[src/rtl/pcpi_dispatch.sv]
// PCPI request dispatcher: claims M-extension and custom-0 instructions from the core,
// forwards them to one of two coprocessor ports, and returns the result with a busy timeout.
module pcpi_dispatch #(
    parameter int TIMEOUT_CYCLES = 64
) (
    input  logic        clk,
    input  logic        resetn,
    input  logic        pcpi_valid,
    input  logic [31:0] pcpi_insn,
    input  logic [31:0] pcpi_rs1,
    input  logic [31:0] pcpi_rs2,
    output logic        pcpi_wr,
    output logic [31:0] pcpi_rd,
    output logic        pcpi_wait,
    output logic        pcpi_ready,
    output logic [1:0]  cp_valid,
    output logic [31:0] cp_insn,
    output logic [31:0] cp_rs1,
    output logic [31:0] cp_rs2,
    input  logic [1:0]  cp_ready,
    input  logic [1:0]  cp_wr,
    input  logic [1:0]  cp_busy,
    input  logic [31:0] cp_rd0,
    input  logic [31:0] cp_rd1,
    output logic        timeout_err
);

    typedef enum logic [1:0] {
        IDLE  = 2'd0,
        BUSY  = 2'd1,
        RESP  = 2'd2,
        DRAIN = 2'd3
    } state_t;

    localparam logic [7:0] LAST_COUNT = 8'(TIMEOUT_CYCLES - 1);

    state_t      state, state_n;
    logic        sel, sel_n;
    logic [7:0]  count, count_n;
    logic [31:0] insn_n, rs1_n, rs2_n;
    logic [1:0]  cp_valid_n;
    logic        wait_n, ready_n, wr_n, terr_n;
    logic [31:0] rd_n;

    logic claim_m, claim_custom;
    logic sel_ready, sel_wr;
    logic [31:0] sel_rd;

    // cp_busy is informational only; it never steers the dispatcher.
    logic unused_busy;
    assign unused_busy = ^cp_busy;

    assign claim_m      = (pcpi_insn[6:0] == 7'b0110011) && (pcpi_insn[31:25] == 7'b0000001);
    assign claim_custom = (pcpi_insn[6:0] == 7'b0001011);

    assign sel_ready = sel ? cp_ready[1] : cp_ready[0];
    assign sel_wr    = sel ? cp_wr[1]    : cp_wr[0];
    assign sel_rd    = sel ? cp_rd1      : cp_rd0;

    // Next-state and next-output logic; every output is registered from these values.
    always_comb begin
        // NOTE: every variable gets a default first so no path can infer a latch.
        state_n    = state;
        sel_n      = sel;
        count_n    = count;
        insn_n     = cp_insn;
        rs1_n      = cp_rs1;
        rs2_n      = cp_rs2;
        cp_valid_n = 2'b00;
        wait_n     = 1'b0;
        ready_n    = 1'b0;
        wr_n       = 1'b0;
        rd_n       = 32'd0;
        terr_n     = 1'b0;

        unique case (state)
            IDLE: begin
                if (pcpi_valid && (claim_m || claim_custom)) begin
                    state_n    = BUSY;
                    sel_n      = claim_custom;
                    count_n    = 8'd0;
                    insn_n     = pcpi_insn;
                    rs1_n      = pcpi_rs1;
                    rs2_n      = pcpi_rs2;
                    cp_valid_n = claim_custom ? 2'b10 : 2'b01;
                    wait_n     = 1'b1;
                end
            end
            BUSY: begin
                if (!pcpi_valid) begin
                    state_n = IDLE;
                end else if (sel_ready) begin
                    state_n = RESP;
                    ready_n = 1'b1;
                    wr_n    = sel_wr;
                    rd_n    = sel_rd;
                end else if (count == LAST_COUNT) begin
                    state_n = RESP;
                    ready_n = 1'b1;
                    terr_n  = 1'b1;
                end else begin
                    count_n    = count + 8'd1;
                    cp_valid_n = sel ? 2'b10 : 2'b01;
                    wait_n     = 1'b1;
                end
            end
            RESP: begin
                state_n = DRAIN;
            end
            DRAIN: begin
                // The core must drop pcpi_valid before a new request can be claimed.
                if (!pcpi_valid) begin
                    state_n = IDLE;
                end
            end
            default: state_n = IDLE;
        endcase
    end

    always_ff @(posedge clk) begin
        if (!resetn) begin
            state       <= IDLE;
            sel         <= 1'b0;
            count       <= 8'd0;
            cp_insn     <= 32'd0;
            cp_rs1      <= 32'd0;
            cp_rs2      <= 32'd0;
            cp_valid    <= 2'b00;
            pcpi_wait   <= 1'b0;
            pcpi_ready  <= 1'b0;
            pcpi_wr     <= 1'b0;
            pcpi_rd     <= 32'd0;
            timeout_err <= 1'b0;
        end else begin
            // NOTE: sequential state uses non-blocking assignments so all registers update together.
            state       <= state_n;
            sel         <= sel_n;
            count       <= count_n;
            cp_insn     <= insn_n;
            cp_rs1      <= rs1_n;
            cp_rs2      <= rs2_n;
            cp_valid    <= cp_valid_n;
            pcpi_wait   <= wait_n;
            pcpi_ready  <= ready_n;
            pcpi_wr     <= wr_n;
            pcpi_rd     <= rd_n;
            timeout_err <= terr_n;
        end
    end

endmodule

[config.mk]
export PLATFORM = sky130hd
export DESIGN_NAME = pcpi_dispatch
export DESIGN_NICKNAME = d
export VERILOG_FILES = /design/src/rtl/pcpi_dispatch.sv
export SDC_FILE = /design/constraint.sdc
export NUM_CORES = 1
export LEC_CHECK = 0
export ABC_CLOCK_PERIOD_IN_PS = 3970
export BUFFER_PORTS_ARGS = -buffer_cell sky130_fd_sc_hd__buf_2
export CORE_MARGIN = 5
export CORE_UTILIZATION = 48
export DETAILED_ROUTE_END_ITERATION = 10
export PLACE_DENSITY = 0.85
export SYNTH_ARGS = -nofsm -noshare
export SYNTH_HDL_FRONTEND = slang
export SYNTH_SLANG_ARGS = --single-unit
[constraint.sdc]
create_clock -name clk -period 3.97 [get_ports clk]
set_clock_uncertainty 0.2 [all_clocks]
set_input_delay 0.5955 -clock clk [delete_from_list [all_inputs] [get_ports clk]]
set_output_delay 0.5955 -clock clk [all_outputs]
set_load 0.005 [all_outputs]
After elaboration in Yosys (flattened, before gate mapping)
Index checks and enable logic that the tools add are counted.
{ "word_totals": {"regBits": 145, "latchBits": 0, "mem_bits_rw": 0, "rom_bits": 0, "output_inout_bits": 134, "word_cells": 68, "n_memories": 0} }
{ "classes": {"add_sub_neg": 1, "n_mul": 0, "n_div": 0, "n_lt_le_gt_ge": 0, "eq_ne": 13, "n_shift": 0, "n_mux": 28, "n_bitwise": 3, "reduce_logical": 11} }
{ "ops": {"columns": ["operator", "n"], "rows": [
  ["32-bit two-way mux", 1],
  ["8-bit two-way mux", 4],
  ["2-bit two-way mux", 11],
  ["8-bit one-hot mux with 2 select lines", 1],
  ["2-bit inequality test (second input constant)", 5],
  ["8-bit by 1-bit adder with 8-bit output (second input constant)", 1],
  ["8-bit by 6-bit == test with 1-bit output (second input constant)", 1],
  ["1-bit two-way mux", 8],
  ["2-bit one-hot mux with 4 select lines", 1],
  ["7-bit by 1-bit == test with 1-bit output (second input constant)", 1],
  ["7-bit by 4-bit == test with 1-bit output (second input constant)", 1],
  ["7-bit by 6-bit == test with 1-bit output (second input constant)", 1],
  ["3-bit AND reduction", 2],
  ["5-bit AND reduction", 1],
  ["2-bit == test (second input constant)", 2],
  ["4-bit inequality test (second input constant)", 1],
  ["2-bit one-hot mux with 2 select lines", 1],
  ["4-bit AND reduction", 1],
  ["4-bit OR reduction", 1],
  ["1-bit NOT", 3],
  ["2-bit by 1-bit == test with 1-bit output (second input constant)", 1],
  ["1-bit logical AND", 2],
  ["2-bit zero test", 1],
  ["1-bit one-hot mux with 2 select lines", 1],
  ["other kinds (3)", 3]
]} }

Depth between registers and ports, before layout
{ "depth": {"ltp_word": 6, "mapped_depth": 8, "ltp_nobuf": 6} }

Least setup slack after synthesis
No wires, ideal clock.
{ "synth_path": {"kind": "input -> register", "startpoint": "input port pcpi_insn[26]", "endpoint": "register count[1]", "setup_time_ns": 0.116, "arrival_time_ns": 1.989, "required_time_ns": 3.654, "slack_ns": 1.664, "stages": 5, "path_cell_list": "or4b_4 nor3_4 a21oi_2 or3_1 o211a_1"} }
{ "synth_via": {"elab_chain_len": 6} }
{ "synth_rtl": {"columns": ["item", "line_no", "source"], "rows": [
  ["from (decl)", "9", "input logic [31:0] pcpi_insn,"],
  ["7-bit by 1-bit == test with 1-bit output", "53", "assign claim_m = (pcpi_insn[6:0] == 7'b0110011) && (pcpi_insn[31:25] == 7'b0000001);"],
  ["1-bit logical AND", "53", null],
  ["1-bit logical OR", "78", "if (pcpi_valid && (claim_m || claim_custom)) begin"],
  ["1-bit logical AND", "78", null],
  ["2-bit inequality test (no source line)", null, null],
  ["5-bit AND reduction (no source line)", null, null],
  ["to (signal assigned)", "138", "count <= count_n;"],
  ["to (decl)", "39", "logic [7:0] count, count_n;"]
]} }
No other way between the ends.
A chain may end at the register's enable or synchronous reset.

Worst setup path after layout
{ "layout_path": {"startpoint": "input port pcpi_valid", "endpoint": "register cp_rs1[7]"} }
{ "layout_via": {"elab_chain_len": 2} }
{ "layout_rtl": {"columns": ["item", "line_no", "source"], "rows": [
  ["from (decl)", "8", "input logic pcpi_valid,"],
  ["1-bit logical AND", "78", null],
  ["2-bit AND reduction (no source line)", null, null],
  ["to (signal assigned)", "140", "cp_rs1 <= rs1_n;"],
  ["to (decl)", "18", "output logic [31:0] cp_rs1,"]
]} }
No other way between the ends.

==> flow_summary_export.csv <==
group,metric,value,unit
die,die_w,117.2,um
die,start_util,0.4875,
routing,dr_wl_met3,1625,um
sta,fin_crit_sh,0.6587,
placed_design,io_buffers,300,
clock_network,cts-root-buf,"clkbuf_16",
yosys,ys_seq_area_frac,0.5260,
clock_network,clock_sinks,145,
yosys,postSynthCellCount,626,
cells_and_area,layout_commonest_cell,"buf_2",
sta,maxSlewViolCount,0,
cells_and_area,final_nets,1070,
worst_setup_path,cp-startpoint,"pcpi_valid",
sta,min_period,2.615,ns
worst_setup_path,rrSetupSlack,1.89,ns
cells_and_area,diodes,0,
routing,num_vias,5383,
clock_network,clk_latency,0.42,ns
grt,grt_pass1_wl,24610,um
cells_and_area,drive_above_1_share,0.3739,
routing,wl,16440,um
clock_network,h-tree-depth,4,
worst_setup_path,cp_max_fo,46,
yosys,synth.distinct_cells,44,
clock_network,cts_buffers,17,
yosys,synth_area_leader_cell,"dfxtp_1",
sta,rsz0062_at_grt,"no",
yosys,synth_seq_cells,145,
yosys,ys.flop_type,"dfxtp_1",
sta,finalWorstSetupSlack,1.355,ns
yosys,netlist_area,5519,sq um
cells_and_area,final_util,0.6657,
die,ios,303,
die,fp-row-count,39,
job,maxCapViolCount,0,
die,dieArea,13740,sq um
die,die_h,117.2,um
sta,hold_viol_final,0,
placed_design,gp_congestion,0.8276,
sta,tns,0,ns
cells_and_area,instances_no_fill,1055,
power_and_ir_drop,powerDensity,416.1,nW/um^2
cells_and_area,layout_common_cells,"299 x buf_2, 182 x nand3_1, 144 x dfxtp_1, 99 x nand2_1, 44 x nor2_1",
clock_network,cts_hold_buf,0,
worst_setup_path,required,4.13,ns
routing,met2_length,8173,um
routing,drt-met1-wl,6267,um
worst_setup_path,crit_arrival,2.77,ns
clock_network,ctsResizeCount,0,
yosys,post_synth.cell_area_avg,8.816,sq um
routing,drc,0,
grt,grt_pass1_vias,5104,
cells_and_area,area_growth,36.55,%
worst_setup_path,critPathCapture,"cp_rs1[7]$_SDFFE_PN0P_",
worst_setup_path,reg2reg_to,"count[2]$_SDFFE_PN0P_",
worst_setup_path,rr_worst_depth,6,
clock_network,post_cts_buffers,0,
die,core,11320,sq um
worst_setup_path,critical_path.startpoint_type,"input pin",
routing,avgRoutedWirePerCell,15.58,um
sta,worstMarginPinSlew,0.9798,ns
yosys,async_reset_ff_frac,0,
hold_path,min_from,"pcpi_insn[7]",
sta,fmax,0.3824,GHz
power_and_ir_drop,peakVddDrop,0.0003688,V
power_and_ir_drop,p_leak,3.991,nW
placed_design,dp_slack,0.9528,ns
clock_network,clock_path_buffers,2,
clock_network,cts_tree,"built",
worst_setup_path,endpoint_kind,"register",
yosys,yosysTopAreaCellShare,0.5260,
status,outcome,"complete, no violations",
routing,routed.top_layer,"met4",
grt,gr-usage-all-layers,0.2302,
hold_path,hp-class,"input pin to register",
routing,dr.pass1.iters,4,
worst_setup_path,crit_type,"input pin to register",
placed_design,dp_cells,1024,
routing,ant_nets,0,
routing,drt_iter0_drc,395,
sta,setup_viol,0,
yosys,synth_nets,796,
routing,viasPerCell,5.102,
yosys,synthTopCellsByArea,"dfxtp_1 53%, nand3_1 17%, nand2_1 6.7%",
grt,overflow,0,
worst_setup_path,reg2reg_from,"count[0]$_SDFFE_PN0P_",
yosys,yosys_warnings,0,
clock_network,clk_pin_slew,0.06,ns
sta,relSlewSlack,0.3468,
grt,grt_max_degree,109,
placed_design,hpwl,11980,um
yosys,synth_edf_count,0,
grt,antenna_found_initial,0,
[how the worst min path moves through the flow]
stage	end	slack (ns)	cells past startpoint
after global placement	cp_rs1[8]$_SDFFE_PN0P_	0.23	2
after CTS	cp_insn[7]$_SDFFE_PN0P_	0.17	3
after global routing	cp_insn[22]$_SDFFE_PN0P_	0.18	3
after floorplan	cp_insn[10]$_SDFFE_PN0P_	0.25	2
final	cp_insn[7]$_SDFFE_PN0P_	0.19	3
after detailed placement	cp_rs2[5]$_SDFFE_PN0P_	0.24	2
[critical path: stages]
cell	delay (ns)
buf_2	0.21
or4b_4	0.50
nor3_4	0.26
o211a_4	0.55
buf_4	0.38
nand3_1	0.12
nand2_1	0.11
[per-stage QoR]
stage	area, sq um	power (W)	hold WS (ns)
CTS	7536	0.003169	0.1705
detailed placement	6969	0.001640	0.2373
global placement	6969	0.001637	0.2322
global route	7536	0.003255	0.1780
floorplan	5519	0.001545	0.2458
finish	7536	0.003136	0.1876
[power by group]
part	internal (W)	switching [W]
combinational	0.0000765	0.0000739
clock	0.000969	0.000557
sequential	0.00146	0.00000125
[cell type report]
cell class              instances  area [sq um]
well taps                     143         178.9
multi-input cells             427          2306
clock buffers                  26         489.2
repair buffers                307          1573
inverters                       2         7.507
flip-flops and latches        145          2904
fillers                       952          3785
clock inverters                 5         77.57
[kinds of logic after synthesis]
kind of cell,Yosys count,share of synthesized area
and+or+nand+nor,355,0.3031
AOI/OAI and AO/OA,36,0.04874
muxes,35,0.06370
adders and majority gates,1,0.002267
buffers and inverters,54,0.05622
DFF,145,0.5260
[cell usage after synthesis (2+ instances only)]
cell type and count:
a21boi_1 2, and3_1 6, o211a_1 3, o311a_1 3
o21a_1 2, buf_1 6, dfxtp_1 145, nor3_1 5
o21ai_0 7, a21o_1 2, a21oi_1 5, or3_1 3
nor3b_1 2, or3b_2 2, a31oi_1 2, inv_1 2
nand2b_1 2, nand3b_1 2, nand2_1 99, mux2i_1 34
nor2_1 44, nand3_1 182, buf_6 13, clkbuf_1 27
buf_2 5, a21boi_0 3
[routing by layer]
metal  vias up  global-route usage
met5         -                   0
met4         0             0.09557
met3        27             0.08329
met2       236              0.3974
met1      2409              0.2561
li1       2711                   -
[registers in the layout, indices dropped and copies added (netlist names), named ones only]
signal,cells
cp_insn,32
cp_rs1,32
cp_rs2,32
pcpi_rd,32
count,8
cp_valid,2
pcpi_ready,1
pcpi_wait,1
pcpi_wr,1
sel,1
state,1
timeout_err,1
(Power assumes the default switching activity.)
